## src/rtl/qos_pkg.sv

```systemverilog
// Shared constants and the config-register bundle for the QoS selector register block.
package qos_pkg;

    localparam int unsigned ADDR_CONFIG = 32'h00;
    localparam int unsigned ADDR_STATUS = 32'h01;
    localparam int unsigned ADDR_ERRCNT = 32'h02;
    localparam int unsigned ADDR_ERRCLR = 32'h03;

    localparam int unsigned CFG_FALLBACK_BIT = 0;
    localparam int unsigned CFG_MANUAL_BIT   = 1;
    localparam int unsigned CFG_MCHAN_LSB    = 2;
    localparam int unsigned CFG_MCHAN_W      = 2;
    localparam int unsigned CFG_PRIO_LSB     = 4;
    localparam int unsigned CFG_PRIO_W       = 8;
    localparam int unsigned CFG_TIMER_LSB    = 12;
    localparam int unsigned CFG_TIMER_W      = 20;

    localparam logic [31:0] CONFIG_RST = 32'h0000_0E42;

    // Packed so that the struct overlays the CONFIG word bit-for-bit.
    typedef struct packed {
        logic [CFG_TIMER_W-1:0] reset_timer;
        logic [CFG_PRIO_W-1:0]  channel_priority;
        logic [CFG_MCHAN_W-1:0] manual_channel;
        logic                   manual_enable;
        logic                   fallback_enable;
    } cfg_t;

endpackage

```

## src/rtl/qos_err_counter.sv

```systemverilog
// Saturating per-channel TS error counter; a clear coinciding with an error loads 1.
module qos_err_counter #(
    parameter int unsigned CNT_WIDTH = 8
) (
    input  logic                 rclk,
    input  logic                 rst,
    input  logic                 inc,
    input  logic                 clr,
    output logic [CNT_WIDTH-1:0] count
);

    logic [CNT_WIDTH-1:0] count_q, count_d;

    always_comb begin
        count_d = count_q;
        if (clr) begin
            count_d = inc ? CNT_WIDTH'(1) : '0;
        end else if (inc && (count_q != '1)) begin
            count_d = count_q + CNT_WIDTH'(1);
        end
    end

    always_ff @(posedge rclk or posedge rst) begin
        if (rst) begin
            count_q <= '0;
        end else begin
            count_q <= count_d;
        end
    end

    assign count = count_q;

endmodule

```

## src/rtl/qos_mm_regs.sv

```systemverilog
// Memory-mapped config/status/error-counter responder for the QoS channel selector.
module qos_mm_regs
    import qos_pkg::*;
#(
    parameter int unsigned ADDR_WIDTH  = 8,
    parameter int unsigned DATA_WIDTH  = 32,
    parameter int unsigned NUM_CH      = 4,
    parameter int unsigned CNT_WIDTH   = 8,
    parameter int unsigned TIMER_WIDTH = 20
) (
    input  logic                   rclk,
    input  logic                   rst,
    input  logic                   mm_write_en,
    input  logic                   mm_read_en,
    input  logic [ADDR_WIDTH-1:0]  mm_addr,
    input  logic [DATA_WIDTH-1:0]  mm_wdata,
    output logic [DATA_WIDTH-1:0]  mm_rdata,
    output logic                   mm_rvalid,
    input  logic [NUM_CH-1:0]      err_pulse,
    input  logic [1:0]             active_channel,
    input  logic [NUM_CH-1:0]      signal_present,
    output logic                   fallback_enable,
    output logic                   manual_enable,
    output logic [1:0]             manual_channel,
    output logic [7:0]             channel_priority,
    output logic [TIMER_WIDTH-1:0] reset_timer,
    output logic                   cfg_update
);

    cfg_t                             cfg_q, cfg_d;
    logic [TIMER_WIDTH-1:0]           timer_q, timer_d;
    logic                             cfg_update_q, cfg_update_d;
    logic [DATA_WIDTH-1:0]            rdata_q, rdata_d;
    logic                             rvalid_q, rvalid_d;
    logic                             win_clear;
    logic                             wr_cfg, wr_clr;
    logic [NUM_CH-1:0]                cnt_clr;
    logic [NUM_CH-1:0][CNT_WIDTH-1:0] cnt;

    assign wr_cfg = mm_write_en && (mm_addr == ADDR_WIDTH'(ADDR_CONFIG));
    assign wr_clr = mm_write_en && (mm_addr == ADDR_WIDTH'(ADDR_ERRCLR));

    always_comb begin
        cfg_d        = cfg_q;
        cfg_update_d = wr_cfg;
        if (wr_cfg) begin
            cfg_d = cfg_t'(mm_wdata[31:0]);
        end
    end

    // Window timer runs off the committed reset_timer; a CONFIG write restarts it.
    always_comb begin
        win_clear = 1'b0;
        timer_d   = timer_q;
        if (cfg_q.reset_timer == '0) begin
            timer_d = '0;
        end else if (timer_q == cfg_q.reset_timer - TIMER_WIDTH'(1)) begin
            win_clear = 1'b1;
            timer_d   = '0;
        end else begin
            timer_d = timer_q + TIMER_WIDTH'(1);
        end
        if (wr_cfg) begin
            timer_d = '0;
        end
    end

    for (genvar i = 0; i < NUM_CH; i++) begin : g_cnt
        assign cnt_clr[i] = win_clear || (wr_clr && mm_wdata[i]);

        qos_err_counter #(
            .CNT_WIDTH (CNT_WIDTH)
        ) u_cnt (
            .rclk  (rclk),
            .rst   (rst),
            .inc   (err_pulse[i]),
            .clr   (cnt_clr[i]),
            .count (cnt[i])
        );
    end

    // CONFIG reads return cfg_q, i.e. the value before any same-cycle write.
    always_comb begin
        rdata_d  = rdata_q;
        rvalid_d = mm_read_en;
        if (mm_read_en) begin
            case (mm_addr)
                ADDR_WIDTH'(ADDR_CONFIG): rdata_d = DATA_WIDTH'(cfg_q);
                ADDR_WIDTH'(ADDR_STATUS): rdata_d = DATA_WIDTH'({signal_present, active_channel});
                ADDR_WIDTH'(ADDR_ERRCNT): rdata_d = DATA_WIDTH'(cnt);
                default:                  rdata_d = '0;
            endcase
        end
    end

    always_ff @(posedge rclk or posedge rst) begin
        if (rst) begin
            cfg_q        <= cfg_t'(CONFIG_RST);
            timer_q      <= '0;
            cfg_update_q <= 1'b0;
            rdata_q      <= '0;
            rvalid_q     <= 1'b0;
        end else begin
            cfg_q        <= cfg_d;
            timer_q      <= timer_d;
            cfg_update_q <= cfg_update_d;
            rdata_q      <= rdata_d;
            rvalid_q     <= rvalid_d;
        end
    end

    assign fallback_enable  = cfg_q.fallback_enable;
    assign manual_enable    = cfg_q.manual_enable;
    assign manual_channel   = cfg_q.manual_channel;
    assign channel_priority = cfg_q.channel_priority;
    assign reset_timer      = cfg_q.reset_timer;
    assign cfg_update       = cfg_update_q;
    assign mm_rdata         = rdata_q;
    assign mm_rvalid        = rvalid_q;

endmodule

```

## config.mk

```make
export PLATFORM = sky130hd
export DESIGN_NAME = qos_mm_regs
export DESIGN_NICKNAME = d
export VERILOG_FILES = /design/src/rtl/qos_pkg.sv /design/src/rtl/qos_err_counter.sv /design/src/rtl/qos_mm_regs.sv
export SDC_FILE = /design/constraint.sdc
export NUM_CORES = 1
export LEC_CHECK = 0
export BUFFER_PORTS_ARGS = -buffer_cell sky130_fd_sc_hd__buf_2
export CORE_MARGIN = 4
export CORE_UTILIZATION = 25
export CTS_CLUSTER_SIZE = 8
export DETAILED_ROUTE_END_ITERATION = 8
export PLACE_DENSITY = 0.4
export SYNTH_ARGS = -nofsm -noshare
export SYNTH_HDL_FRONTEND = slang
export SYNTH_SLANG_ARGS = --single-unit
```

## constraint.sdc

```tcl
create_clock -name rclk -period 9.4 [get_ports rclk]
set_clock_uncertainty 0.05 [all_clocks]
set_input_delay 1.88 -clock rclk [delete_from_list [all_inputs] [get_ports rclk]]
set_output_delay 1.88 -clock rclk [all_outputs]
set_load 0.02 [all_outputs]
```

# Word level (Yosys, flattened, before mapping)
# Index checks and enable logic that the tools add are counted.
[word_totals] output_inout_bits=66 regBits=118
[op_classes] addsub=6 reduce_logical=20 eq_ne=8 n_mux=18
[ops] operator="$pmux 32 s3" count=1
[ops] operator="$mux 8" count=8
[ops] operator="$mux 20" count=3
[ops] operator="$add 8x1->8 const B" count=4
[ops] operator="$ne 8x8->1 const B" count=4
[ops] operator="$add 20x1->20 const B" count=1
[ops] operator="$eq 20x20->1" count=1
[ops] operator="$logic_not 20->1" count=1
[ops] operator="$sub 20x1->20 const B" count=1
[ops] operator="$eq 8x2->1 const B" count=2
[ops] operator="$logic_and 1x1->1" count=10
[ops] operator="$eq 8x1->1 const B" count=1
[ops] operator="$logic_not 8->1" count=1
[ops] operator="$reduce_bool 2->1" count=4
[ops] operator="$mux 1" count=6
[ops] operator="$logic_or 1x1->1" count=4

# Depth between registers and ports, before layout
# Gate-level depths: netlist (run 1).
[logic_depth] depth_word=6 depth_mapped=12

# By module
# A second synthesis (run 1) with hierarchy kept.
[unflattened] cells_unflattened=639 hier_area_um2=6456.2
[by_module_without_submodules] module="qos_mm_regs" cells_each=451 instances=1 area_each_um2=4654.5 seq_area_each_um2=2158.3
[by_module_without_submodules] module="qos_err_counter" cells_each=47 instances=4 area_each_um2=450.4 seq_area_each_um2=200.2

# Worst setup path after synthesis (run 1)
# OpenSTA, ideal clock, no wires.
[synth_timing] kind="input -> register" from="in mm_addr[5]" to="reg g_cnt[1].u_cnt.count_q[0]" path_slack_ps=5699 required_time_ps=9225 cell_stages=7 t_arrival_ps=3526 cell_sequence="or4_1 nor3_1 nand2_1 nor2_1 nand2_1 o21ai_4 mux2_4"
[synth_via] elab_chain_cells=5
[synth_rtl] item="from (decl)" line="qos_mm_regs.sv:15" text="input logic [ADDR_WIDTH-1:0] mm_addr,"
[synth_rtl] item="$eq 8x2->1 (*)" line="qos_mm_regs.sv:41" text="assign wr_clr = mm_write_en && (mm_addr == ADDR_WIDTH'(ADDR_ERRCLR));"
[synth_rtl] item="$logic_and 1x1->1 (*)" line="qos_mm_regs.sv:41"
[synth_rtl] item="$logic_and 1x1->1 (*)" line="qos_mm_regs.sv:69" text="assign cnt_clr[i] = win_clear || (wr_clr && mm_wdata[i]);"
[synth_rtl] item="$logic_or 1x1->1 (*)" line="qos_mm_regs.sv:69"
[synth_rtl] item="$mux 8 or $reduce_bool 2->1 (tied branches)"
[synth_rtl] item="to (signal assigned)" line="qos_err_counter.sv:27" text="count_q <= count_d;"
[synth_rtl] item="to (decl)" line="qos_err_counter.sv:12" text="logic [CNT_WIDTH-1:0] count_q, count_d;"
# Every way passes the cells marked *; elsewhere a longest branch is shown, timed or not.
# A chain may end at the register's enable or synchronous reset.

# Final worst setup path (run 1)
[layout_timing] from="reg cfg_q, in the netlist reset_timer[0]" to="reg timer_q[7]"
[layout_via] elab_chain_cells=5
[layout_rtl] item="from (decl)" line="qos_mm_regs.sv:30" text="cfg_t cfg_q, cfg_d;"
[layout_rtl] item="from (signal assigned)" line="qos_mm_regs.sv:98" text="cfg_q <= cfg_t'(CONFIG_RST);"
[layout_rtl] item="from (signal assigned)" line="qos_mm_regs.sv:104" text="cfg_q <= cfg_d;"
[layout_rtl] item="$sub 20x1->20" line="qos_mm_regs.sv:57" text="end else if (timer_q == cfg_q.reset_timer - TIMER_WIDTH'(1)) begin"
[layout_rtl] item="$eq 20x20->1" line="qos_mm_regs.sv:57"
[layout_rtl] item="$mux 20" line="qos_mm_regs.sv:57"
[layout_rtl] item="$mux 20 (*)" line="qos_mm_regs.sv:55" text="if (cfg_q.reset_timer == '0) begin"
[layout_rtl] item="$mux 20 (*)" line="qos_mm_regs.sv:63" text="if (wr_cfg) begin"
[layout_rtl] item="net timer_d[7]" line="qos_mm_regs.sv:31" text="logic [TIMER_WIDTH-1:0] timer_q, timer_d;"
[layout_rtl] item="to (signal assigned)" line="qos_mm_regs.sv:105" text="timer_q <= timer_d;"
[layout_rtl] item="to (decl)" line="qos_mm_regs.sv:31"
# Mark *: on every way through the listed nets, which the timed path passes. The rest lies on a longest branch.

==> results of run 1 <==
==> layout by cell type, fill, tap and decap left out, types with 9 or more instances in the layout <==
| cell type | n |
|---|---|
| clkbuf_16 | 17 |
| nand3_1 | 23 |
| nand2_1 | 107 |
| xnor2_1 | 29 |
| nor3_1 | 9 |
| inv_1 | 39 |
| dfrtp_1 | 113 |
| xor2_1 | 39 |
| nand4_1 | 16 |
| mux2i_1 | 41 |
| o22ai_1 | 33 |
| and3_1 | 9 |
| a21oi_1 | 10 |
| nor2_1 | 75 |
| buf_2 | 119 |
==> metal layers <==
metal / up-vias / global-route usage (%)
li1: 2494 / -
met1: 2443 / 19.3
met2: 93 / 22.0
met3: 8 / 3.59
met4: 0 / 2.77
met5: - / 0
==> worst max-delay path: stages, from the launching register on <==
cell,delay [ns]
dfrtp_1,0.50
inv_1,0.16
ha_1,0.25
nor3b_1,0.69
nand3_1,0.25
o21ba_2,0.27
a211oi_2,0.25
o2111ai_4,0.31
o21ai_2,0.87
nor2_1,0.12
==> registers in the layout, summed over array words and instances (netlist names) <==
signal / flops
fallback_enable: 1
mm_rvalid: 1
manual_channel: 2
manual_enable: 1
g_cnt.u_cnt.count: 32
timer_q: 20
mm_rdata: 32
cfg_update: 1
channel_priority: 8
reset_timer: 20
==> layout make-up <==
type	count	area (um2)
tap	324	405
fill	2595	16700
timing repair buffer	122	618
sequential	118	2960
clock inverter	8	145
multi-input combinational	475	3020
clock buffer	23	488
inverter	41	156
==> kinds of logic after synthesis <==
group                      count (synthesis)  share of synthesized area (%)
AOI/OAI and AO/OA                         80                           9.49
buffers and inverters                     73                           4.59
adders and majority gates                  6                           1.20
xor gates and xnor gates                  68                           9.51
muxes                                     48                           7.99
DFF                                      118                           47.2
and+or+nand+nor                          273                           20.0
==> power breakdown <==
group	internal (mW)	leakage (nW)	switching (mW)
combinational	0.143	1.89	0.173
clock	0.470	0.305	0.236
sequential	0.574	1.57	0.100
==> stage by stage <==
step | setup slack [ns] | hold WS [ns] | std cells | total power [mW] | util [%]
after detailed placement | 5.22 | 0.413 | 1080 | 1.00 | 29.3
after global placement | 5.27 | 0.413 | 1080 | 1.01 | 29.3
after CTS | 5.42 | 0.425 | 1111 | 1.72 | 31.9
final | 5.50 | 0.420 | 1111 | 1.70 | 31.9
after floorplan | 4.35 | 0.447 | 666 | 0.903 | -
after global routing | 5.22 | 0.441 | 1111 | 1.80 | 31.9
==> how the worst min path moves through the flow <==
stage / end / depth (start not counted)
3_3_place_gp: channel_priority[5] / 2
3_5_place_dp: channel_priority[7] / 2
2_1_floorplan: channel_priority[2] / 2
6_report: channel_priority[5] / 2
5_1_grt: channel_priority[7] / 2
4_1_cts: channel_priority[6] / 2
==> metrics, run 1 <==
Rows 57; met3 wire len 696 um; total global routing track utilization between 10% and 20%; HP Start channel_priority[5]; Worst-path clk slew about 0.060 ns; DRT Pass-1 Iters 4; Clock Tree Root clkbuf_16; setup TNS 0 ns; Final Cycle Share 41.5%; met2 WL 8550 um; Post-DP HPWL 13,100 um; critical path launch point type flop; Synth Register Bits 118; post-synthesis sequential area ratio between 40% and 50%; area share of the largest cell type after synthesis a little under half; VDD IR max 0.0722 mV; total grt overflow 0; Starting Density 25.6%; GPL Wtd Cong 0.797; Final setup viols 0; synth top area cells dfrtp_1 45%, mux2i_1 6.6%, nand2_1 6.4%; count leader, synth dfrtp_1; DIE AREA around 28,000 um2; Tmin final 3.90 ns; highest metal used met4; top achievable clock speed between 200 and 300 MHz; vias in the first global route between 5k and 6k; status completed; FFs w/ async S/R, synth 100%; Skew-Pair Late Insertion Delay about 0.41 ns; Remaining DRCs 0; Vias/cell 4.53; worst setup path end timer_q[7]; WP data arrival ~4.1 ns; Hold Path Class flop to flop; Crit Reg-Reg Startpoint reset_timer[0]; die width approximately 170 um; DP Area just over 7000 um2; CTS Hold Bufs 0; top_reg_cell synth dfrtp_1; area grow syn2layout 24.4%; P per Cell Area about 220 nW/um2; port bufs approximately 120; Max Cap Viol 0; Synth cell types 56; first-pass GRT wire length about 31,000 um; cell accounting for the most synthesized area dfrtp_1; Syn Area/Cell 9.41 um2; antenna violations before repair 0; layout cells sized above 1 a little under a quarter; Critical Path RT between 9 and 10 ns; nets around 840; # IOs between 100 and 150; Setup crit start reset_timer[0]; Mapped Cells ~670; mapped cell area around 6300 um2; CTS tree built; leakage approximately 3.8 nW; CTS max path bufs 2; Ys Warns 0; clk sinks between 100 and 150; element type at the critical path end flop; WL/cell 16.8 um; Final Cell Area 7790 um2; post-cts repair resize count 0; R2R setup slack 5.50 ns; CP max FO 20; Die Ht between 150 and 200 um; largest net degree at the start of global routing between 60 and 70; Crit Path Category flop to flop; final wirelength between 15,000 and 20,000 um; reg-to-reg critical path endpoint timer_q[7]; core area 24,500 um2; DR vias 5,038; EDFF count, synth 0; cells on worst reg2reg path 9; top post-synthesis cells by count 113 x dfrtp_1, 107 x nand2_1, 75 x nor2_1; Synthesized Nets a little over 700; Antenna Nets Post-Route 0; final hold violations 0; met1 WL slightly above 9000 um; fin. max-slew vios 0; setup bufs post-CTS 0; Worst slew margin between 20% and 30%; drt first-iter violations approximately 270; RSZ-0062 raised after global routing false; slew at the pin closest to its max-slew limit around 1.2 ns; H-tree depth 4; CTS Buf Count 17; ant diodes 0
No activity file was read; power rests on OpenSTA's default activity.
==> run 2, diff against run 1 <==
==> constraint.sdc (replaced) <==
create_clock -name rclk -period 4 [get_ports rclk]
set_clock_uncertainty 0.05 [all_clocks]
set_input_delay 0.8 -clock rclk [delete_from_list [all_inputs] [get_ports rclk]]
set_output_delay 0.8 -clock rclk [all_outputs]
set_load 0.02 [all_outputs]
==> run 2 against run 1 <==
Net effect:
- routed wire length up 0.44%
- first-iteration DRC count down 36%
- via count is 2.9% higher
- largest cell class unchanged
- final area grew 0.37%
- critical path type unchanged
- non-clock buffer count increased by 8
- critical path depth decreased by 2
- largest power group is now registers
- power increased by 130%
==> metrics, run 2 (synthesis results as in run 1) <==
Rows 57; most common cell after layout, fill and taps aside buf_2; Comb power frac between 15 and 20%; clock power share about two fifths; fin. max-slew vios 0; setup TNS 0 ns; Vias/cell ~4.6; Skew-Pair Late Insertion Delay between 0.4 and 0.5 ns; top achievable clock speed 294 MHz; nets roughly 840; critical path launch point type flop; Final Cell Area between 7000 and 8000 um2; VDD IR max roughly 0.26 mV; Max Cap Viol 0; layout cells sized above 1 between 20% and 30%; Starting Density between 20% and 30%; CP max FO 11; core area between 20,000 and 25,000 um2; Internal 2.70 mW; WP data arrival 3.64 ns; DRT Pass-1 Iters 5; DIE AREA 27,700 um2; post-cts repair resize count 0; port bufs roughly 120; Die Ht roughly 170 um; final wirelength ~19,000 um; Multi-input gate area about 3000 um2; setup bufs post-CTS 0; leakage approximately 3.8 nW; DR vias approximately 5.2k; element type at the critical path end flop; Hold Path Class flop to flop; CTS Buf Count 17; Net Sw Power 1.20 mW; Fillers ~2.6k; switch share 30.8%; leading cell types in the layout, fill and taps excluded 119 x buf_2, 113 x dfrtp_1, 107 x nand2_1; GPL Wtd Cong 0.830; H-tree depth 4; clk sinks approximately 120; total grt overflow 0; CTS Hold Bufs 0; CTS tree built; largest net degree at the start of global routing 59; final hold violations 0; Antenna Nets Post-Route 0; Remaining DRCs 0; die width roughly 170 um; Final Cycle Share approximately 85%; Post-DP HPWL between 10,000 and 15,000 um; Clock Tree Root clkbuf_16; area occupied by registers about 3000 um2; antenna violations before repair 0; P per Cell Area about 500 nW/um2; CTS max path bufs 2; share of power burned in registers roughly 40%; total global routing track utilization between 10% and 20%; # IOs between 100 and 150; drt first-iter violations 176; first-pass GRT wire length between 30,000 and 40,000 um; Critical Path RT roughly 4.2 ns; Crit Path Category flop to flop; RSZ-0062 raised after global routing false; status completed; ant diodes 0; DP Area 7230 um2; Worst-path clk slew roughly 0.050 ns; Tmin final between 3 and 4 ns; Worst slew margin between 40% and 50%; vias in the first global route approximately 5.4k; area grow syn2layout 24.9%; slew at the pin closest to its max-slew limit approximately 0.86 ns; Final setup viols 0; WL/cell ~17 um
-- run 2: worst paths after layout --
kind / from / endpoint / slack [ns] / cells after the start
worst max-delay path: reset_timer[2] / g_cnt[3].u_cnt.count[0] / 0.60 / 7
worst min-delay path: channel_priority[5] / channel_priority[5] / 0.42 / 2
worst max register to register: reset_timer[2] / g_cnt[3].u_cnt.count[0] / 0.60 / 7
worst min register to register: channel_priority[5] / channel_priority[5] / 0.42 / 2
max in group asynchronous: rst / timer_q[15] / 2.69 / 3
min in group asynchronous: rst / mm_rdata[1] / 0.47 / 2
-- run 2: cell type report --
type / count / area share (%)
Clock inverter: 9 / 1.60
Multi-Input combinational cell: 475 / 38.6
Timing Repair Buffer: 130 / 8.83
Tap cell: 324 / 5.18
Clock buffer: 23 / 5.98
Inverter: 41 / 2.00
Sequential cell: 118 / 37.8
-- run 2: critical path: stages (launching register included) --
cell	delay, ns
dfrtp_1	0.50
nor4_2	0.62
nand4_1	0.19
xnor2_1	0.17
a2111oi_0	0.78
o31ai_4	0.28
o21ai_4	0.36
mux2_4	0.33
-- run 2: stage by stage --
step	utilization, %	total power [mW]	setup slack [ns]	cells	hold WS, ns
after CTS	32.0	3.97	0.590	1120	0.421
final	32.0	3.91	0.602	1120	0.416
after global placement	29.6	2.38	0.676	1088	0.409
after floorplan	-	2.12	0.0292	666	0.447
after detailed placement	29.6	2.38	0.608	1088	0.412
after global routing	32.0	4.14	0.387	1120	0.434
-- run 2: per-layer routing --
| metal | GRT usage, % | routed length (um) | part of all wire, % | vias to the layer above |
|---|---|---|---|---|
| met5 | 0 | 0 | 0 | - |
| met4 | 4.06 | 298 | 1.6 | 0 |
| met3 | 3.24 | 939 | 5.0 | 23 |
| met2 | 21.4 | 8540 | 46 | 138 |
| met1 | 19.3 | 8980 | 48 | 2505 |
| li1 | - | - | - | 2517 |
-- run 2: power by group through the flow --
stage	clock network (mW)	registers (mW)	logic (mW)
after detailed placement	0	1.60	0.775
after CTS	1.60	1.58	0.779
after global placement	0	1.61	0.774
after global routing	1.65	1.61	0.868
final	1.56	1.58	0.764
after floorplan	0	1.53	0.591
